[src/rtl/tech_ram_arb.sv]
// Two-requester round-robin front end for a single-port tech_ram, with a hardware zero-fill after reset/clear.
// Request->RAM is combinational, read data returns one cycle after accept; responses have no backpressure.
module tech_ram_arb #(
   parameter  int BIT_WIDTH  = 128,
   parameter  int WORD_DEPTH = 64,
   localparam int AW         = $clog2(WORD_DEPTH)
) (
   input  logic                      clk_i,
   input  logic                      rst_n_i,
   input  logic                      clear_i,
   output logic                      init_done_o,
   input  logic [1:0]                req_valid_i,
   output logic [1:0]                req_ready_o,
   input  logic [1:0]                req_we_i,
   input  logic [1:0][AW-1:0]        req_addr_i,
   input  logic [1:0][BIT_WIDTH-1:0] req_dat_i,
   output logic [1:0]                rsp_valid_o,
   output logic [BIT_WIDTH-1:0]      rsp_dat_o,
   output logic                      ram_en_o,
   output logic                      ram_wen_o,
   output logic [AW-1:0]             ram_addr_o,
   output logic [BIT_WIDTH-1:0]      ram_dat_o,
   input  logic [BIT_WIDTH-1:0]      ram_dat_i
);

   typedef enum logic {
      ST_INIT = 1'b0,
      ST_RUN  = 1'b1
   } state_t;

   localparam logic [AW-1:0] LAST_ADDR = AW'(WORD_DEPTH - 1);

   state_t        state;
   logic [AW-1:0] fill_cnt;
   logic          rr_ptr;
   logic [1:0]    rsp_q;
   logic [1:0]    grant;
   logic [1:0]    accept;
   logic          sel;

   // Pointer only breaks ties; a lone requester always wins.
   always_comb begin
      grant = req_valid_i;
      if (&req_valid_i) begin
         grant = rr_ptr ? 2'b10 : 2'b01;
      end
      accept = ((state == ST_RUN) && !clear_i) ? grant : 2'b00;
      sel    = accept[1];
   end

   always_comb begin
      ram_en_o   = 1'b1;
      ram_wen_o  = 1'b1;
      ram_addr_o = '0;
      ram_dat_o  = '0;
      if (state == ST_INIT) begin
         ram_en_o   = 1'b0;
         ram_wen_o  = 1'b0;
         ram_addr_o = fill_cnt;
      end else if (|accept) begin
         ram_en_o   = 1'b0;
         ram_wen_o  = ~req_we_i[sel];
         ram_addr_o = req_addr_i[sel];
         ram_dat_o  = req_dat_i[sel];
      end
   end

   assign req_ready_o = accept;
   assign rsp_valid_o = rsp_q;
   assign rsp_dat_o   = ram_dat_i;

   always_ff @(posedge clk_i) begin
      if (!rst_n_i) begin
         state       <= ST_INIT;
         fill_cnt    <= '0;
         rr_ptr      <= 1'b0;
         rsp_q       <= 2'b00;
         init_done_o <= 1'b0;
      end else begin
         case (state)
            ST_INIT: begin
               rsp_q    <= 2'b00;
               fill_cnt <= fill_cnt + AW'(1);
               if (fill_cnt == LAST_ADDR) begin
                  state       <= ST_RUN;
                  init_done_o <= 1'b1;
               end
            end
            ST_RUN: begin
               rsp_q <= accept & ~req_we_i;
               if (accept[0]) begin
                  rr_ptr <= 1'b1;
               end else if (accept[1]) begin
                  rr_ptr <= 1'b0;
               end
               // A response owed from last cycle still drains this cycle via rsp_q.
               if (clear_i) begin
                  state       <= ST_INIT;
                  fill_cnt    <= '0;
                  init_done_o <= 1'b0;
               end
            end
            default: begin
               state       <= ST_INIT;
               fill_cnt    <= '0;
               init_done_o <= 1'b0;
            end
         endcase
      end
   end

endmodule

[config.mk]
export PLATFORM = sky130hd
export DESIGN_NAME = tech_ram_arb
export DESIGN_NICKNAME = d
export VERILOG_FILES = /design/src/rtl/tech_ram_arb.sv
export SDC_FILE = /design/constraint.sdc
export NUM_CORES = 1
export LEC_CHECK = 0
export ABC_CLOCK_PERIOD_IN_PS = 1600
export CAP_MARGIN = 20
export CORE_AREA = 4 4 258 260
export DETAILED_ROUTE_END_ITERATION = 7
export DIE_AREA = 0 0 262 264
export PLACE_DENSITY = 0.44
export SYNTH_ARGS = -nofsm -noshare
export SYNTH_HDL_FRONTEND = slang
export SYNTH_SLANG_ARGS = --single-unit
[constraint.sdc]
create_clock -name clk_i -period 1.6 [get_ports clk_i]
set_clock_uncertainty 0.05 [all_clocks]
set_input_delay 0.32 -clock clk_i [delete_from_list [all_inputs] [get_ports clk_i]]
set_output_delay 0.32 -clock clk_i [all_outputs]
set_load 0.1 [all_outputs]
==> results of run 1 <==
-- power by group --
part	switching [W]	internal, W	total, W
Combinational	0.000605	0.000870	0.00147
Sequential	0.00000683	0.000280	0.000287
Clock	0.000127	0.000335	0.000462
-- cell usage in the layout (no fill, tap or decap), drive strengths merged, types with 2 or more instances in the layout --
master / netlist / final
a21oi: 136 / 136
a311o: 6 / 6
a31oi: 3 / 3
and3: 6 / 6
buf: 175 / 273
clkbuf: 29 / 13
clkdlybuf4s15: 0 / 2
clkdlybuf4s50: 0 / 271
dfxtp: 11 / 11
nand2: 6 / 6
nand2b: 2 / 2
nand3: 130 / 130
nand3b: 2 / 2
nor2: 6 / 6
nor2b: 7 / 7
o21ai: 132 / 132
or3: 2 / 2
-- registers in the layout, summed over array words and instances (netlist names) --
signal	flops
fill_cnt	6
state	1
init_done_o	1
rsp_valid_o	2
rr_ptr	1
-- final cells by class --
class                   count  area, sq um  area share
multi-input cells         452         4430       0.330
clock buffers               4         78.8     0.00587
repair buffers            556         7620       0.567
inverters                   3         15.0     0.00112
well taps                 855         1070      0.0796
flip-flops and latches     11          225      0.0168
-- what timing repair did --
action                     4_1_cts  5_1_grt
gates cloned                     8       15
gates resized for setup        166      128
hold buffers                     0        0
setup endpoints to repair      141      140
hold endpoints to repair         0        0
pin swaps                       64       40
buffers inserted                17        6
-- synth_stat cells --
master / instances
a2111oi_0: 1
a211oi_1: 1
a21oi_1: 136
a311o_1: 6
a31oi_1: 3
a32oi_1: 1
and2_1: 1
and2b_1: 1
and3_1: 6
and3b_1: 1
and4b_1: 1
buf_2: 45
buf_4: 130
clkbuf_1: 27
clkbuf_2: 2
clkinv_1: 1
dfxtp_1: 11
ha_1: 1
inv_1: 2
nand2_1: 5
nand2_2: 1
nand2b_1: 2
nand3_1: 130
nand3b_1: 2
nand4b_1: 1
nor2_1: 6
nor2b_1: 7
nor3_1: 1
o211ai_1: 1
o21a_1: 1
o21ai_0: 128
o21ai_1: 4
o311a_1: 1
or3_1: 2
or4b_2: 1
-- logic make-up after synthesis --
logic type / count (synthesis)
simple gates: 168
buf+inv: 207
flops: 11
compound gates: 283
fa+ha+maj: 1
-- worst reg2reg max path: stages, from the launching register on --
cell and delay [ns]:
dfxtp_4 0.35, and3b_4 0.20, buf_6 0.14, buf_16 0.15
buf_12 0.13, buf_4 0.12, buf_4 0.12, a211oi_2 0.19
-- worst paths after layout --
path | start | to | slack [ns] | depth (start not counted)
setup / recovery | state$_SDFF_PN0_ | ram_dat_o[59] | -0.59 | 6
hold / removal | clear_i | fill_cnt[1]$_SDFFE_PN0P_ | 0.43 | 3
setup reg to reg | state$_SDFF_PN0_ | rr_ptr$_SDFFE_PN0P_ | 0.06 | 7
hold reg to reg | fill_cnt[4]$_SDFFE_PN0P_ | fill_cnt[4]$_SDFFE_PN0P_ | 0.47 | 2
-- layer usage --
metal	routed length [um]	vias to the layer above	global-route usage	share of wire
met5	0	-	0	0
met4	1010	0	0.0166	0.028
li1	-	3007	-	-
met1	13400	3097	0.0900	0.37
met3	3150	53	0.0267	0.086
met2	18900	392	0.160	0.52
-- stage by stage --
stage	util	hold slack, ns	setup TNS, ns	instances
floorplan	-	0.348	-99.19	670
global placement	0.179	0.450	-131.11	1835
detailed placement	0.179	0.472	-131.24	1835
CTS	0.196	0.427	-71.26	1864
global route	0.210	0.469	-78.21	1881
finish	0.210	0.430	-68.90	1881
==> impl_metrics.toml, run 1 <==
[cts]
number_of_clock_buffers_inserted_by_tritoncts = 3
clock_tree.buffer_depth = 2
clockRootBuffer = "clkbuf_16"
clk_latency_ns = 0.24
cts_sinks = 11
cts.clk_slew.worst_paths_ns = 0.05
cts_htree_levels = 1
tritoncts = "yes"

[global_routing]
grtUsageTotal = 0.0838
globalRoute.totalOverflow = 0
grt_antenna_before_repair = 0
maximum_number_of_pins_on_one_net_before_global_route_repair = 58
grt_pass1_vias = 6826
grt_first_pass_wirelength_um = 44300

[run]
drv_cap = 0

[critical_path]
worst_setup_path_end_kind = "output pin"
cp.buffers_inverters = 3
timing.critical_path.from_type = "register"
most_prevalent_standard_cell_on_the_critical_path = "buf_12"
crit_path_top_delay_cell = "o21ai_0"
cp_data_arrival_time_ns = 1.82
path_max_fanout = 29
critical-path-max-stage-delay_ns = 0.37
cp_top_family = "buffers and inverters"
worstSetupPathType = "reg2out"
crit_chain = "nand3b_1 -> buf_12 -> buf_16 -> o21ai_0 -> a21oi_4 -> buf_12"
critical_path_required_ns = 1.23

[sta]
finalCritPeriodShare = 1.37
max_slew_margin = 0.756
setup_repair_after_global_routing_missed_its_margin = "true"
setup_violations = 138
worst-slew-pin-transition_ns = 0.363
finalMaxSlewViolations = 0
layout_min_cycle_time_ns = 2.19
setup_slack_ns = -0.589
maxClockFrequency_ghz = 0.457
hold_viol_final = 0

[placement]
dpl-instance-area_sq_um = 11500
gp_routability_congestion = 0.772
place.port_buffers = 415
dp_worst_setup_slack_ns = -1.09
place.detailed.hpwl_um = 24500

[detailed_routing]
drt-wirelength-per-cell_um = 19.4
drc = 0
drc_violation_total_after_the_first_tritonroute_iteration = 215
vias_per_cell = 3.48
route.antenna.remaining_nets = 0
num_vias = 6549
drt-pass1-iter-count = 4
totalWireLength_um = 36400

[yosys]
syn-mean-instance-area_sq_um = 5.82
synth_top_family_by_area = "compound AO/OA/AOI/OAI gates"
yosys.area_share.xor_xnor = 0
synth_cell_type_count = 35
synth-compound-area-share = 0.377
post_synth_fa_ha_maj_area_fraction = 0.00321
synth_net_count = 1074
yosys-top-cells-area = "buf_4 (25%), a21oi_1 (17%), nand3_1 (17%), o21ai_0 (16%), buf_2 (5.8%)"
synth_area_leader_cell = "buf_4"
synth.yosys.seq_area_share = 0.0564
yosys.area_share.simple = 0.224
syn-cell-area_sq_um = 3900
synth_top_area_frac = 0.250
synth_mux_area_frac = 0
ys_warn_count = 0
synth-seq-cells = 11
netlist_instances = 670

[floorplan]
floorplan.io_pins = 672
placementRows = 93
initial_core_util = 0.0609
floorplan.core_area_sq_um = 64100
die_width_um = 262
die-area_sq_um = 69200
fp.dieH_um = 264

[cells_and_area]
design_area_sq_um = 13400
areaGrowthSynthToFinish_pct = 244
fillCellCount = 6966
fraction_of_final_layout_cells_sized_beyond_drive_strength_1 = 0.535
final_net_count = 1431
insertedDiodeCount = 0

[outcome]
violations = "negative setup slack"
run_status = "complete, but fails checks"

[power]
total_leakage_power_nw = 4.03
ir_drop_uv = 253
power-per-cell-area_nw_per_um2 = 165
total_power_w = 0.00222

[hold_path]
holdCritPathClass = "in2reg"
No activity file was read; power rests on OpenSTA's default activity.
==> inputs of run 2 (changes only) <==
Settings changed: CAP_MARGIN 20 to 10, PLACE_DENSITY 0.44 to not set, PLACE_DENSITY_LB_ADDON set to 0.3.
==> run 2 against run 1 <==
  * The run still ends with negative setup slack left
  * Total power decreased by 0.78%
  * Largest power group unchanged
  * First-iteration DRC count decreased by 4.7%
  * Critical path type unchanged
  * Clock-buffer cell count shrank 1
  * Sequential power about the same
==> impl_metrics.toml, run 2 (same netlist as run 1, synthesis figures left out) <==
[detailed_routing]
totalWireLength_um = 37300
drt-wirelength-per-cell_um = 19.6
vias_per_cell = 3.49
route.antenna.remaining_nets = 0
drc_violation_total_after_the_first_tritonroute_iteration = 205
drt-pass1-iter-count = 4
num_vias = 6629
drc = 0

[critical_path]
r2r-end = "fill_cnt[5]$_SDFFE_PN0P_"
critical-path-max-stage-delay_ns = 0.32
worstSetupPathDepth = 9
crit_chain = "buf_6 -> nand3b_1 -> buf_6 -> buf_12 -> buf_12 -> o21ai_1 -> a21oi_2 -> buf_4 -> buf_12"
reg2regPathDepth = 6
reg2reg_from = "state$_SDFF_PN0_"
cp_top_family = "buffers and inverters"
cp_data_arrival_time_ns = 1.82
rrSetupSlack_ns = 0.12
most_prevalent_standard_cell_on_the_critical_path = "buf_12"
critical_path_required_ns = 1.23
timing.critical_path.from_type = "register"
path_max_fanout = 22
crit_path_top_delay_cell = "dfxtp_2"
worstSetupPathType = "reg2out"
cp.buffers_inverters = 6
worst_setup_path_end_kind = "output pin"

[placement]
dpl-instance-area_sq_um = 11500
place.detailed.hpwl_um = 24600
gp_routability_congestion = 0.758
place.port_buffers = 415
dp_worst_setup_slack_ns = -1.20
place.detailed.instances = 1836

[cells_and_area]
max_flop_register = "fill_cnt"
design_area_sq_um = 13900
fraction_of_final_layout_cells_sized_beyond_drive_strength_1 = 0.562
leading_cell_type_in_the_layout_fill_and_taps_excluded = "clkdlybuf4s50_1"
areaGrowthSynthToFinish_pct = 257
final_net_count = 1451
finalNonFillerCells = 1902
most-common-layout-cells = "clkdlybuf4s50_1 (271), buf_12 (177), a21oi_4 (89)"
largest_register_ffs = 6

[global_routing]
globalRoute.totalOverflow = 0
grt_pass1_vias = 7166
grt_first_pass_wirelength_um = 48900
maximum_number_of_pins_on_one_net_before_global_route_repair = 56
grt_antenna_before_repair = 1
grtUsageTotal = 0.0932

[sta]
maxClockFrequency_ghz = 0.457
hold_viol_final = 0
setup_violations = 138
max_slew_margin = 0.718
setup_slack_ns = -0.588
layout_min_cycle_time_ns = 2.19
finalCritPeriodShare = 1.37
finalMaxSlewViolations = 0
setup_repair_after_global_routing_missed_its_margin = "true"
fin_worst_hold_slack_ns = 0.371
worst-slew-pin-transition_ns = 0.413

[floorplan]
fp.dieH_um = 264
placementRows = 93
initial_core_util = 0.0609
die_width_um = 262
die-area_sq_um = 69200
floorplan.io_pins = 672
floorplan.core_area_sq_um = 64100

[hold_path]
min-delay-start = "req_valid_i[1]"
worst_hold_path.num_cells = 2
holdCritPathClass = "in2reg"
min_to = "rsp_valid_o[0]$_SDFF_PN0_"

[cts]
clock_tree.buffer_depth = 2
cts_htree_levels = 1
clockRootBuffer = "clkbuf_16"
cts.clk_slew.worst_paths_ns = 0.04
number_of_clock_buffers_inserted_by_tritoncts = 3
clk_latency_ns = 0.24
cts-hold-fix-buffers = 0
cts_sinks = 11
tritoncts = "yes"

[outcome]
violations = "negative setup slack"
run_status = "complete, but fails checks"

[power]
ir_drop_uv = 257
power-per-cell-area_nw_per_um2 = 158
total_leakage_power_nw = 4.25

[run]
drv_cap = 0
run 2: cell count changes in the layout (fill, tap and decap cells not counted), sizes merged:
cell,previous run,this run
diode,0,1
clkdlybuf4s15,2,1
clkinv,1,2
buf,273,293
run 2: metrics by stage:
step	power [W]	util	TNS (ns)
floorplan	0.00214	-	-99.19
global placement	0.00150	0.179	-131.26
detailed placement	0.00150	0.179	-130.49
CTS	0.00211	0.205	-74.05
global route	0.00232	0.217	-81.04
finish	0.00221	0.217	-70.52
run 2: worst register-to-register path, cell delays in order (launching register included):
cell      delay [ns]
dfxtp_2         0.32
buf_6           0.11
buf_4           0.13
buf_6           0.15
nand4b_1        0.20
or3_1           0.32
a21oi_1         0.14
run 2: layout make-up:
cell class / instances / area, sq um
well taps: 855 / 1070
diodes: 1 / 2.50
fillers: 6892 / 50200
clock buffers: 3 / 75.1
repair buffers: 576 / 8020
inverters: 3 / 15.0
multi-input cells: 452 / 4530
clock inverters: 1 / 5.00
flip-flops and latches: 11 / 223
run 2: report_power, final:
| part | total, W | internal, W | switching [W] |
|---|---|---|---|
| Clock | 0.000466 | 0.000332 | 0.000134 |
| Combinational | 0.00145 | 0.000857 | 0.000593 |
| Sequential | 0.000290 | 0.000281 | 0.00000923 |
run 2: how the worst max path moves through the flow:
stage | startpoint | endpoint | slack [ns]
4_1_cts | state$_SDFF_PN0_ | ram_dat_o[78] | -0.62
5_1_grt | state$_SDFF_PN0_ | ram_dat_o[35] | -0.66
3_5_place_dp | clear_i | ram_dat_o[34] | -1.20
6_report | state$_SDFF_PN0_ | ram_dat_o[30] | -0.59
2_1_floorplan | state$_SDFF_PN0_ | ram_dat_o[29] | -1.24
3_3_place_gp | clear_i | ram_dat_o[34] | -1.25
run 2: routing by layer:
metal / wire length [um] / global-route usage
met5: 0 / 0
met4: 943 / 0.0221
met3: 3190 / 0.0290
met2: 18100 / 0.162
met1: 15100 / 0.112
run 2: timing repair:
item | CTS | global route
gates cloned | 18 | 11
setup endpoints to repair | 140 | 140
resized for setup | 238 | 111
pin swaps | 55 | 47
buffers inserted | 27 | 13
